===== src/rtl/heartbeat_pwm_if.sv =====
// heartbeat_pwm_if
// Groups the run enable and the LED/envelope observation signals of the
// heartbeat PWM stage so they can travel as one port.
//   en    : run enable, driven by the controller (low freezes the stage)
//   led   : PWM LED drive
//   level : current envelope level
//   phase : envelope FSM state encoding
//   beat  : one-cycle pulse at the start of each heartbeat
// master is the controlling/observing side, slave is the heartbeat_pwm stage.
interface heartbeat_pwm_if #(
    parameter int PWM_BITS = 8
);
    logic                en;
    logic                led;
    logic [PWM_BITS-1:0] level;
    logic [2:0]          phase;
    logic                beat;

    modport master (output en, input led, input level, input phase, input beat);
    modport slave  (input en, output led, output level, output phase, output beat);
endinterface


===== src/rtl/heartbeat_pwm.sv =====
// heartbeat_pwm
// Produces the "lub-dub" brightness envelope (two rising/falling beats, a
// short dark gap between them and a long dark rest after the second) and
// drives the LED through a PWM comparator whose duty is latched once per
// PWM period, so the LED never glitches mid-period.
// Ports:
//   clk : system clock
//   rst : synchronous, active-high reset (wins over en)
//   hb  : heartbeat_pwm_if.slave -- en in; led, level, phase, beat out
module heartbeat_pwm #(
    parameter int PWM_BITS     = 8,
    parameter int STEP_PERIODS = 64,
    parameter int STEP_SIZE    = 4,
    parameter int PEAK1        = 255,
    parameter int PEAK2        = 160,
    parameter int GAP_STEPS    = 32,
    parameter int REST_STEPS   = 256
) (
    input  logic           clk,
    input  logic           rst,
    heartbeat_pwm_if.slave hb
);

    typedef enum logic [2:0] {
        BEAT1_UP = 3'd0,
        BEAT1_DN = 3'd1,
        GAP      = 3'd2,
        BEAT2_UP = 3'd3,
        BEAT2_DN = 3'd4,
        REST     = 3'd5
    } phase_t;

    localparam int SC_W     = (STEP_PERIODS > 1) ? $clog2(STEP_PERIODS) : 1;
    localparam int HOLD_MAX = (GAP_STEPS > REST_STEPS) ? GAP_STEPS : REST_STEPS;
    localparam int HC_W     = (HOLD_MAX > 1) ? $clog2(HOLD_MAX) : 1;
    localparam int LVL_MAX  = (1 << PWM_BITS) - 1;
    // A step larger than full scale behaves exactly like full scale once
    // clamped, and keeping it below 2^PWM_BITS lets it fit the signed math.
    localparam int STEP_C   = (STEP_SIZE > LVL_MAX) ? LVL_MAX : STEP_SIZE;

    localparam logic        [PWM_BITS:0]   STEP_U    = (PWM_BITS+1)'(STEP_C);
    localparam logic signed [PWM_BITS:0]   STEP_S    = $signed(STEP_U);
    localparam logic        [PWM_BITS-1:0] PEAK1_L   = PWM_BITS'(PEAK1);
    localparam logic        [PWM_BITS-1:0] PEAK2_L   = PWM_BITS'(PEAK2);
    localparam logic        [SC_W-1:0]     STEP_LAST = SC_W'(STEP_PERIODS - 1);
    localparam logic        [HC_W-1:0]     GAP_LAST  = HC_W'(GAP_STEPS - 1);
    localparam logic        [HC_W-1:0]     REST_LAST = HC_W'(REST_STEPS - 1);

    // Rising step, clamped to the beat's peak; computed one bit wider so the
    // sum cannot wrap before the compare.
    function automatic logic [PWM_BITS-1:0] sat_up(input logic [PWM_BITS-1:0] lvl,
                                                   input logic [PWM_BITS-1:0] peak);
        logic [PWM_BITS:0] sum;
        sum = {1'b0, lvl} + STEP_U;
        return (sum > {1'b0, peak}) ? peak : sum[PWM_BITS-1:0];
    endfunction

    // Falling step, clamped at zero via the sign of a one-bit-wider difference.
    function automatic logic [PWM_BITS-1:0] sat_dn(input logic [PWM_BITS-1:0] lvl);
        logic signed [PWM_BITS:0] diff;
        diff = $signed({1'b0, lvl}) - STEP_S;
        return diff[PWM_BITS] ? '0 : diff[PWM_BITS-1:0];
    endfunction

    logic [PWM_BITS-1:0] pwm_cnt;
    logic [SC_W-1:0]     step_cnt;
    logic [PWM_BITS-1:0] duty_q;
    logic [PWM_BITS-1:0] level_q, level_d;
    logic [HC_W-1:0]     hold_cnt, hold_d;
    phase_t              phase_q, phase_d;
    logic                beat_q, beat_d;
    logic                period_end;
    logic                step_evt;

    assign period_end = hb.en && (pwm_cnt == '1);
    assign step_evt   = period_end && (step_cnt == STEP_LAST);

    // ---- period / step timing stage ----
    // duty_q samples the level before this edge's envelope update, which is
    // what gives the one-period lag between level and LED.
    always_ff @(posedge clk) begin
        if (rst) begin
            pwm_cnt  <= '0;
            step_cnt <= '0;
            duty_q   <= '0;
        end else if (hb.en) begin
            pwm_cnt <= pwm_cnt + 1'b1;
            if (period_end) begin
                duty_q   <= level_q;
                step_cnt <= step_evt ? '0 : step_cnt + 1'b1;
            end
        end
    end

    // ---- envelope FSM stage ----
    always_ff @(posedge clk) begin
        if (rst) begin
            phase_q  <= BEAT1_UP;
            level_q  <= '0;
            hold_cnt <= '0;
            beat_q   <= 1'b0;
        end else begin
            phase_q  <= phase_d;
            level_q  <= level_d;
            hold_cnt <= hold_d;
            beat_q   <= beat_d;
        end
    end

    always_comb begin
        phase_d = phase_q;
        level_d = level_q;
        hold_d  = hold_cnt;
        beat_d  = 1'b0;
        case (phase_q)
            BEAT1_UP: if (step_evt) begin
                if (level_q == PEAK1_L) phase_d = BEAT1_DN;
                else                    level_d = sat_up(level_q, PEAK1_L);
            end
            BEAT1_DN: if (step_evt) begin
                if (level_q == '0) begin
                    phase_d = GAP;
                    hold_d  = '0;
                end else begin
                    level_d = sat_dn(level_q);
                end
            end
            GAP: if (step_evt) begin
                if (hold_cnt == GAP_LAST) begin
                    phase_d = BEAT2_UP;
                    hold_d  = '0;
                end else begin
                    hold_d = hold_cnt + 1'b1;
                end
            end
            BEAT2_UP: if (step_evt) begin
                if (level_q == PEAK2_L) phase_d = BEAT2_DN;
                else                    level_d = sat_up(level_q, PEAK2_L);
            end
            BEAT2_DN: if (step_evt) begin
                if (level_q == '0) begin
                    phase_d = REST;
                    hold_d  = '0;
                end else begin
                    level_d = sat_dn(level_q);
                end
            end
            REST: if (step_evt) begin
                if (hold_cnt == REST_LAST) begin
                    phase_d = BEAT1_UP;
                    hold_d  = '0;
                    beat_d  = 1'b1;
                end else begin
                    hold_d = hold_cnt + 1'b1;
                end
            end
            // Encodings 6/7 recover to a dark start on the next edge.
            default: begin
                phase_d = BEAT1_UP;
                level_d = '0;
                hold_d  = '0;
            end
        endcase
    end

    // ---- PWM compare / output stage ----
    assign hb.led   = hb.en && (pwm_cnt < duty_q);
    assign hb.level = level_q;
    assign hb.phase = phase_q;
    assign hb.beat  = beat_q;

endmodule


===== src/flat_wrapper.sv =====
// flat-port wrapper written by rule: the top's interface ports become plain ports
module heartbeat_pwm_flat 
#(
    parameter int PWM_BITS     = 8,
    parameter int STEP_PERIODS = 64,
    parameter int STEP_SIZE    = 4,
    parameter int PEAK1        = 255,
    parameter int PEAK2        = 160,
    parameter int GAP_STEPS    = 32,
    parameter int REST_STEPS   = 256
)
  (clk, rst, hb_en, hb_led, hb_level, hb_phase, hb_beat);
  heartbeat_pwm_if #(.PWM_BITS(PWM_BITS)) hb_i ();
  input  logic clk;
  input  logic rst;
  input wire logic [$bits(hb_i.en)-1:0] hb_en;
  output wire logic [$bits(hb_i.led)-1:0] hb_led;
  output wire logic [$bits(hb_i.level)-1:0] hb_level;
  output wire logic [$bits(hb_i.phase)-1:0] hb_phase;
  output wire logic [$bits(hb_i.beat)-1:0] hb_beat;
  assign hb_i.en = hb_en;
  assign hb_led = hb_i.led;
  assign hb_level = hb_i.level;
  assign hb_phase = hb_i.phase;
  assign hb_beat = hb_i.beat;
  heartbeat_pwm #(.PWM_BITS(PWM_BITS), .STEP_PERIODS(STEP_PERIODS), .STEP_SIZE(STEP_SIZE), .PEAK1(PEAK1), .PEAK2(PEAK2), .GAP_STEPS(GAP_STEPS), .REST_STEPS(REST_STEPS)) u_core (.clk(clk), .rst(rst), .hb(hb_i));
endmodule

===== config.mk =====
export PLATFORM = sky130hd
export DESIGN_NAME = heartbeat_pwm_flat
export DESIGN_NICKNAME = d
export VERILOG_FILES = /design/src/rtl/heartbeat_pwm_if.sv /design/src/rtl/heartbeat_pwm.sv /design/src/flat_wrapper.sv
export SDC_FILE = /design/constraint.sdc
export NUM_CORES = 1
export LEC_CHECK = 0
export BUFFER_PORTS_ARGS = -buffer_cell sky130_fd_sc_hd__buf_2
export CAP_MARGIN = 5
export CORE_ASPECT_RATIO = 0.7
export CORE_MARGIN = 2
export CORE_UTILIZATION = 25
export DETAILED_ROUTE_END_ITERATION = 10
export PLACE_DENSITY = 0.49
export SYNTH_ARGS = -nofsm -noshare
export SYNTH_HDL_FRONTEND = slang
export SYNTH_SLANG_ARGS = --single-unit

===== constraint.sdc =====
create_clock -name clk -period 2.26 [get_ports clk]
set_clock_uncertainty 0.05 [all_clocks]
set_input_delay 0.678 -clock clk [delete_from_list [all_inputs] [get_ports clk]]
set_output_delay 0.678 -clock clk [all_outputs]
set_load 0.05 [all_outputs]

### Word-level counts from Yosys, hierarchy flattened

Cells that the tools add are included.

| storage, ports and cells | value |
|---|---|
| flip-flop bits (word level) | 42 |
| bits of input ports | 3 |

| operators by class | value |
|---|---|
| reduce and logical (&&, ||, !) cells | 13 |
| add/subtract/negate cells | 5 |
| bitwise operators | 4 |
| muxes and demuxes | 32 |
| eq/ne operators | 28 |
| $lt $le $gt $ge | 3 |

Operators with widths:

| operator | count |
|---|---|
| $mux 8 | 15 |
| $pmux 8 s4 | 2 |
| $mux 3 | 12 |
| $eq 8x8->1 const B | 4 |
| $ne 2x1->1 const B | 14 |
| $gt 9x8->1 const B | 2 |
| $pmux 3 s6 | 1 |
| $add 8x1->8 const B | 2 |
| $reduce_and 12->1 | 1 |
| $add 8x3->9 const B | 1 |
| $sub 8x3->9 const B | 1 |
| $eq 8x5->1 const B | 1 |
| $logic_not 8->1 | 1 |
| $lt 8x8->1 | 1 |
| $reduce_and 7->1 | 1 |
| $add 6x1->6 const B | 1 |
| $eq 3x2->1 const B | 2 |
| $eq 3x3->1 const B | 2 |
| $eq 6x6->1 const B | 1 |
| $mux 6 | 1 |
| $ne 2x2->1 const B | 3 |
| $reduce_or 2->1 | 3 |
| $reduce_and 5->1 | 1 |
| $not 1->1 | 4 |
| other kinds (6) | 8 |

### Longest topological paths before layout

Gate-level depths: netlist (run 1).

| logic depth | value |
|---|---|
| depth in word-level cells | 6 |
| gate-level depth with buffers | 11 |
| mapped depth without buffers | 8 |

### Worst setup path after synthesis (run 1)

Ideal clock, no wire load.

| timing | value |
|---|---|
| path type | register -> output |
| start | register u_core.duty_q[1] |
| end | output hb_led |
| data arrival time | 2086 ps |
| stages on the path, launching flop included | 8 |
| slack | -554 ps |
| data required time | 1532 ps |
| cells stage by stage | dfxtp_1 -> inv_1 -> ha_1 -> a21o_1 -> a21o_1 -> a211oi_1 -> o21bai_1 -> a31oi_1 |

| between the ends | value |
|---|---|
| cells in the longest elaborated chain, start to end | 2 |

RTL lines:

| what | RTL line | source |
|---|---|---|
| from (decl) | heartbeat_pwm.sv:67 | `logic [PWM_BITS-1:0] duty_q;` |
| from (signal assigned) | heartbeat_pwm.sv:89 | `duty_q <= level_q;` |
| $lt 8x8->1 | heartbeat_pwm.sv:167 | `assign hb.led = hb.en && (pwm_cnt < duty_q);` |
| $logic_and 1x1->1 | heartbeat_pwm.sv:167 |  |
| to (decl) | flat_wrapper.sv:17 | `output wire logic [$bits(hb_i.led)-1:0] hb_led;` |

Every way passes these cells.

### Worst setup path after layout (run 1)

Ends and elaborated chain as after synthesis.

==> flow_metrics.py, run 1 <==
metrics = {
    "floorplan": {
        "core_area_um2": 10900,
        "io_pins": 16,
        "dieWidth_um": 130,
        "initial_core_util": 0.254,
        "rows": 32,
        "die_y_um": 91.9,
        "dieArea_um2": 11900,
    },
    "grt": {
        "grt_overflow": 0,
        "grt_pass1_wl_mm": 12.0,
        "grt_pass1_vias": 2331,
        "grt_usage": 0.126,
        "antenna_found_initial": 0,
        "grt_max_degree": 24,
    },
    "clock_tree": {
        "root_buffer": "clkbuf_16",
        "htree_levels": 2,
        "cts_tree": "built",
        "numCtsBuffers": 5,
        "clock-sinks": 40,
        "clk_path_buf_depth": 2,
        "cts_setup_buffers": 0,
        "insertion_delay_ns": 0.29,
        "path_clk_slew_ns": 0.07,
    },
    "layout": {
        "drive_gt1_frac": 0.282,
        "layout.core_utilization": 0.321,
        "syn_to_final_growth_pct": 26.6,
        "n_antenna_cell": 0,
        "fin_cells": 525,
        "nets": 388,
    },
    "critical_path": {
        "critical_path.cell_chain": "inv_2 > ha_4 > a21o_1 > a21o_1 > a211oi_2 > o21bai_1 > a31oi_4 > buf_6",
        "startpoint_type": "flop",
        "reg2reg_depth": 8,
        "timing.rr.start": "u_core.hb.level[2]$_SDFFE_PP0P_",
        "path_depth": 8,
        "cp_common_cell": "a21o_1",
        "crit_slowest_cell": "dfxtp_2",
        "critical_path.max_fanout": 2,
        "crit_arrival_ns": 1.80,
        "critical_path.endpoint_type": "output pin",
        "max_stage_delay_ns": 0.33,
        "startpoint": "u_core.duty_q[1]$_SDFFE_PP0P_",
        "crit_family": "compound AO/OA/AOI/OAI gates",
        "worstSetupPathType": "flop to output pin",
        "path_buf_inv": 2,
        "critPathRequiredTime_ns": 1.53,
    },
    "run": {
        "maxCapViolCount": 0,
    },
    "hold_path": {
        "hp-start": "u_core.step_cnt[1]$_SDFFE_PP0P_",
        "worstHoldPathType": "flop to flop",
        "worstHoldPathCells": 2,
    },
    "status": {
        "status": "finished with violations",
        "violations": "setup timing",
    },
    "synth": {
        "synth_nets": 349,
        "synth_edf_count": 0,
        "yosysUniqueCellTypes": 70,
        "synth-seq-cells": 40,
        "ys.flop_type": "dfxtp_1",
        "yosys_warnings": 0,
        "synth_area_per_cell_um2": 8.32,
        "syn_area_um2": 2760,
        "ys_seq_area_frac": 0.290,
        "async_flop_share": 0,
        "synthCells": 332,
    },
    "placement": {
        "hpwl_mm": 5.32,
        "dp_cells": 516,
        "pre_cts_slack_ns": -0.126,
        "port_buffers": 15,
        "globalplace.congestion": 0.843,
    },
    "sta": {
        "setup_viol_count_final": 1,
        "max_freq_mhz": 395,
        "tightest_slew_ns": 0.508,
        "rsz0062_at_grt": "yes",
        "hold_violations": 0,
        "slew_headroom": 0.657,
        "finalCriticalPeriod_ns": 2.53,
        "fin_crit_sh": 1.12,
        "fin_ws_ns": -0.272,
        "holdWs_ns": 0.439,
        "slew_viol_final": 0,
    },
    "routing": {
        "dr.first_iter.drc_count": 248,
        "drc": 0,
        "wl_per_cell_um": 13.6,
        "num_vias": 2530,
        "ant_nets": 0,
        "routed_via_density": 4.82,
        "dr.pass1.iters": 4,
        "wl_mm": 7.14,
    },
    "power_and_ir_drop": {
        "cellLeakagePower_uw": 0.00143,
        "ir_worst_vdd_mv": 0.354,
        "power_density_nw_per_um2": 456,
    },
}
[flip-flops by register name (all words and copies together), names as in the netlist]
name             count
u_core.duty_q        7
u_core.hb.beat       1
u_core.hb.level      7
u_core.hb.phase      3
u_core.hold_cnt      8
u_core.pwm_cnt       8
u_core.step_cnt      6
[metrics by stage]
step                setup TNS (ns)  area, um^2  power, uW
finish                      -0.272        3500       1590
CTS                         -0.299        3420       1620
floorplan                  -0.0327        2820        764
detailed placement          -0.126        3230        784
global route                -0.378        3500       1660
global placement            -0.113        3230        783
[cells in the final DEF (no fill, tap or decap), types with 4 or more instances in the layout]
cell type,netlist,layout
o22ai_1,6,5
o21ai_0,11,11
ha_1,14,13
dfxtp_1,40,34
buf_2,13,15
inv_1,15,13
mux2i_1,10,10
nor3_1,7,7
xor2_1,14,14
buf_4,2,39
a21oi_1,16,16
nand2b_1,7,7
a21o_1,4,4
nand3_1,9,9
nand2_1,27,27
or3_1,6,6
clkbuf_16,0,5
nor2_1,37,37
dfxtp_2,0,4
nand4_1,10,10
[synthesized netlist by cell type (3+ instances only)]
cell      instances  area share
a211oi_1          3      0.0082
a21o_1            4       0.011
a21oi_1          16       0.029
a31oi_1           3      0.0068
buf_2            13       0.024
buf_6             4       0.016
clkbuf_1          5      0.0068
dfxtp_1          40        0.29
ha_1             14       0.063
inv_1            15       0.020
mux2i_1          10       0.036
nand2_1          27       0.037
nand2b_1          7       0.016
nand3_1           9       0.016
nand4_1          10       0.023
nor2_1           37       0.050
nor3_1            7       0.013
nor4_1            4      0.0091
o211a_1           3       0.011
o21ai_0          11       0.020
o22ai_1           6       0.014
o31ai_1           5       0.014
or3_1             6       0.014
xnor2_1           3      0.0095
xor2_1           14       0.044
[layer usage]
| layer | share of wire | global-route usage | vias to the layer above |
|---|---|---|---|
| met2 | 0.38 | 0.160 | 58 |
| met5 | 0 | 0 | - |
| met1 | 0.55 | 0.207 | 1182 |
| li1 | - | - | 1286 |
| met4 | 0.0078 | 0.0278 | 0 |
| met3 | 0.062 | 0.0298 | 4 |
[cell families (layout without fill, tap and decap cells)]
logic type / after synthesis / in the layout / synth area share
fa+ha+maj: 14 / 14 / 0.0634
xor+xnor: 17 / 17 / 0.0539
compound gates: 81 / 81 / 0.225
buf+inv: 40 / 80 / 0.0739
simple gates: 130 / 130 / 0.258
mux: 10 / 10 / 0.0362
flops: 40 / 40 / 0.290
[layout make-up]
class | instances | area (um^2)
Multi-Input combinational cell | 252 | 1860
Fill cell | 1168 | 7390
Tap cell | 153 | 191
Sequential cell | 40 | 813
Timing Repair Buffer | 57 | 402
Inverter | 15 | 58.8
Clock buffer | 5 | 125
Clock inverter | 3 | 42.5
[worst min-delay path: stages, from the launching register on]
cell and delay, ns:
dfxtp_1 0.33, nand2_1 0.06, a21oi_1 0.06
[power breakdown]
| group | total (uW) | leakage [uW] | internal [uW] | switching [uW] |
|---|---|---|---|---|
| clock | 823 | 0.0000798 | 519 | 304 |
| sequential | 709 | 0.000326 | 706 | 2.48 |
| combinational | 62.4 | 0.00102 | 27.2 | 35.1 |
[final timing paths]
check / end / slack (ns)
setup / recovery: hb_led / -0.27
hold reg to reg: u_core.step_cnt[1]$_SDFFE_PP0P_ / 0.44
hold / removal: u_core.step_cnt[1]$_SDFFE_PP0P_ / 0.44
setup reg to reg: u_core.hb.level[3]$_SDFFE_PP0P_ / 0.09
[timing repair]
item	4_1_cts	5_1_grt
pin swaps	0	4
setup endpoints to repair	1	14
hold buffers	0	0
resized for setup	4	12
cloned	0	1
No activity file was read; power rests on OpenSTA's default activity.
==> inputs of run 2 (changes only) <==
--- a/config.mk
+++ b/config.mk
@@ -10,6 +10,7 @@
 export CORE_ASPECT_RATIO = 0.7
 export CORE_MARGIN = 2
 export CORE_UTILIZATION = 25
+export CTS_BUF_LIST = sky130_fd_sc_hd__clkbuf_8 sky130_fd_sc_hd__clkbuf_16
 export DETAILED_ROUTE_END_ITERATION = 10
 export PLACE_DENSITY = 0.49
 export SYNTH_ARGS = -nofsm -noshare
==> constraint.sdc (replaced) <==
create_clock -name clk -period 2.1 [get_ports clk]
set_clock_uncertainty 0.05 [all_clocks]
set_input_delay 0.63 -clock clk [delete_from_list [all_inputs] [get_ports clk]]
set_output_delay 0.63 -clock clk [all_outputs]
set_load 0.05 [all_outputs]
==> flow_metrics.py, run 2 (synthesized netlist as in run 1, its figures left out) <==
metrics = {
    "floorplan": {
        "initial_core_util": 0.254,
        "dieWidth_um": 130,
        "die_y_um": 91.9,
        "dieArea_um2": 11900,
        "rows": 32,
        "core_area_um2": 10900,
        "io_pins": 16,
    },
    "placement": {
        "globalplace.congestion": 0.882,
        "port_buffers": 15,
        "dp_cells": 534,
        "pre_cts_slack_ns": -0.220,
        "hpwl_mm": 5.59,
        "dpl_cell_area_um2": 3460,
    },
    "sta": {
        "rsz0062_at_grt": "yes",
        "slew_headroom": 0.691,
        "tightest_slew_ns": 0.463,
        "slew_viol_final": 0,
        "hold_violations": 0,
        "max_freq_mhz": 405,
        "fin_crit_sh": 1.18,
        "setup_viol_count_final": 14,
        "fin_ws_ns": -0.372,
        "finalCriticalPeriod_ns": 2.47,
    },
    "grt": {
        "antenna_found_initial": 0,
        "grt_usage": 0.133,
        "grt_max_degree": 25,
        "grt_pass1_wl_mm": 12.5,
        "grt_pass1_vias": 2416,
        "grt_overflow": 0,
    },
    "layout": {
        "fin_cells": 551,
        "multi_input_area_um2": 2030,
        "drive_gt1_frac": 0.392,
        "nets": 414,
        "largestRegisters": "u_core.hold_cnt x8, u_core.pwm_cnt x8",
        "seq_area_um2": 820,
        "final_common_cell": "buf_4",
        "layout.core_utilization": 0.359,
        "nFillCells": 1159,
        "layout_common_cells": "buf_4 (59), nor2_1 (36), dfxtp_1 (31)",
        "syn_to_final_growth_pct": 41.5,
        "n_antenna_cell": 0,
        "final_area_um2": 3910,
    },
    "clock_tree": {
        "htree_levels": 2,
        "path_clk_slew_ns": 0.06,
        "root_buffer": "clkbuf_16",
        "insertion_delay_ns": 0.29,
        "cts_tree": "built",
        "postCtsHoldBufs": 0,
        "clk_path_buf_depth": 2,
        "numCtsBuffers": 5,
        "clock-sinks": 40,
    },
    "routing": {
        "num_vias": 2634,
        "dr.pass1.iters": 4,
        "dr.first_iter.drc_count": 139,
        "wl_per_cell_um": 13.7,
        "ant_nets": 0,
        "wl_mm": 7.54,
        "drc": 0,
        "routed_via_density": 4.78,
    },
    "critical_path": {
        "critical_path.endpoint_type": "output pin",
        "endpoint": "hb_led",
        "reg2reg_slack_ns": -0.10,
        "timing.rr.start": "u_core.pwm_cnt[1]$_SDFFE_PP0P_",
        "max_stage_delay_ns": 0.33,
        "r2r-end": "u_core.hold_cnt[4]$_SDFFE_PP0P_",
        "crit_family": "compound AO/OA/AOI/OAI gates",
        "startpoint_type": "flop",
        "critical_path.max_fanout": 2,
        "crit_arrival_ns": 1.79,
        "startpoint": "u_core.duty_q[1]$_SDFFE_PP0P_",
        "cp_common_cell": "a21o_1",
        "crit_slowest_cell": "dfxtp_2",
        "critPathRequiredTime_ns": 1.42,
        "critical_path.cell_chain": "inv_2 > ha_4 > a21o_1 > a21o_1 > a211oi_2 > o21bai_2 > a31oi_4 > buf_6",
        "path_buf_inv": 2,
        "worstSetupPathType": "flop to output pin",
        "reg2reg_depth": 11,
        "path_depth": 8,
    },
    "power_and_ir_drop": {
        "cellLeakagePower_uw": 0.00159,
        "ir_worst_vdd_mv": 0.284,
        "power_density_nw_per_um2": 407,
        "totalPowerFinal_uw": 1590,
    },
    "status": {
        "status": "finished with violations",
        "violations": "setup timing",
    },
    "hold_path": {
        "worstHoldPathType": "flop to flop",
    },
    "run": {
        "maxCapViolCount": 0,
    },
}
==> run 2: area by class of cell <==
type	count	share of cell area
clock buffer	5	0.0320
timing repair buffer	83	0.170
clock inverter	3	0.00384
tap	153	0.0490
inverter	15	0.0163
multi-input combinational	252	0.519
sequential	40	0.210
==> run 2: metal layers <==
layer,global-route usage,routed length (um),vias up
met5,0,0,-
met4,0.0296,65,0
met1,0.211,4200,1257
met2,0.177,3010,35
li1,-,-,1337
met3,0.0315,267,5
==> run 2: power breakdown <==
part	switching (uW)	internal, uW	total [uW]
logic	43.7	39.3	83.0
clock network	312	432	744
registers	2.89	759	762
total	359	1230	1590
==> run 2: worst min path at each step <==
| stage | from | endpoint | slack, ns | depth (start not counted) |
|---|---|---|---|---|
| 2_1_floorplan | u_core.duty_q[1]$_SDFFE_PP0P_ | u_core.duty_q[1]$_SDFFE_PP0P_ | 0.39 | 2 |
| 3_3_place_gp | u_core.step_cnt[1]$_SDFFE_PP0P_ | u_core.step_cnt[1]$_SDFFE_PP0P_ | 0.42 | 2 |
| 5_1_grt | u_core.step_cnt[1]$_SDFFE_PP0P_ | u_core.step_cnt[1]$_SDFFE_PP0P_ | 0.44 | 2 |
| 4_1_cts | u_core.step_cnt[1]$_SDFFE_PP0P_ | u_core.step_cnt[1]$_SDFFE_PP0P_ | 0.43 | 2 |
| 3_5_place_dp | u_core.step_cnt[1]$_SDFFE_PP0P_ | u_core.step_cnt[1]$_SDFFE_PP0P_ | 0.43 | 2 |
| 6_report | u_core.step_cnt[1]$_SDFFE_PP0P_ | u_core.step_cnt[1]$_SDFFE_PP0P_ | 0.43 | 2 |
==> run 2: timing repair <==
action | CTS | global route
cloned | 0 | 1
endpoints found under the setup margin | 15 | 18
resized for setup | 11 | 35
setup buffers | 1 | 8
pin swaps | 1 | 13
==> run 2: metrics by stage <==
step / hold WS [ns] / TNS, ns
after global placement: 0.419 / -1.17
after detailed placement: 0.426 / -1.12
after CTS: 0.434 / -0.407
after global routing: 0.440 / -3.30
after floorplan: 0.393 / -0.580
final: 0.433 / -1.17
==> run 2: worst register-to-register path, stage by stage, from the launching register on <==
cell and delay (ns):
dfxtp_2 0.35, buf_6 0.11, ha_4 0.15, nand4_4 0.12, nor4_4 0.28, buf_4 0.18, buf_12 0.12, o32a_1 0.26
clkbuf_16 0.19, and4bb_1 0.18, a21oi_1 0.04, nor2_1 0.09
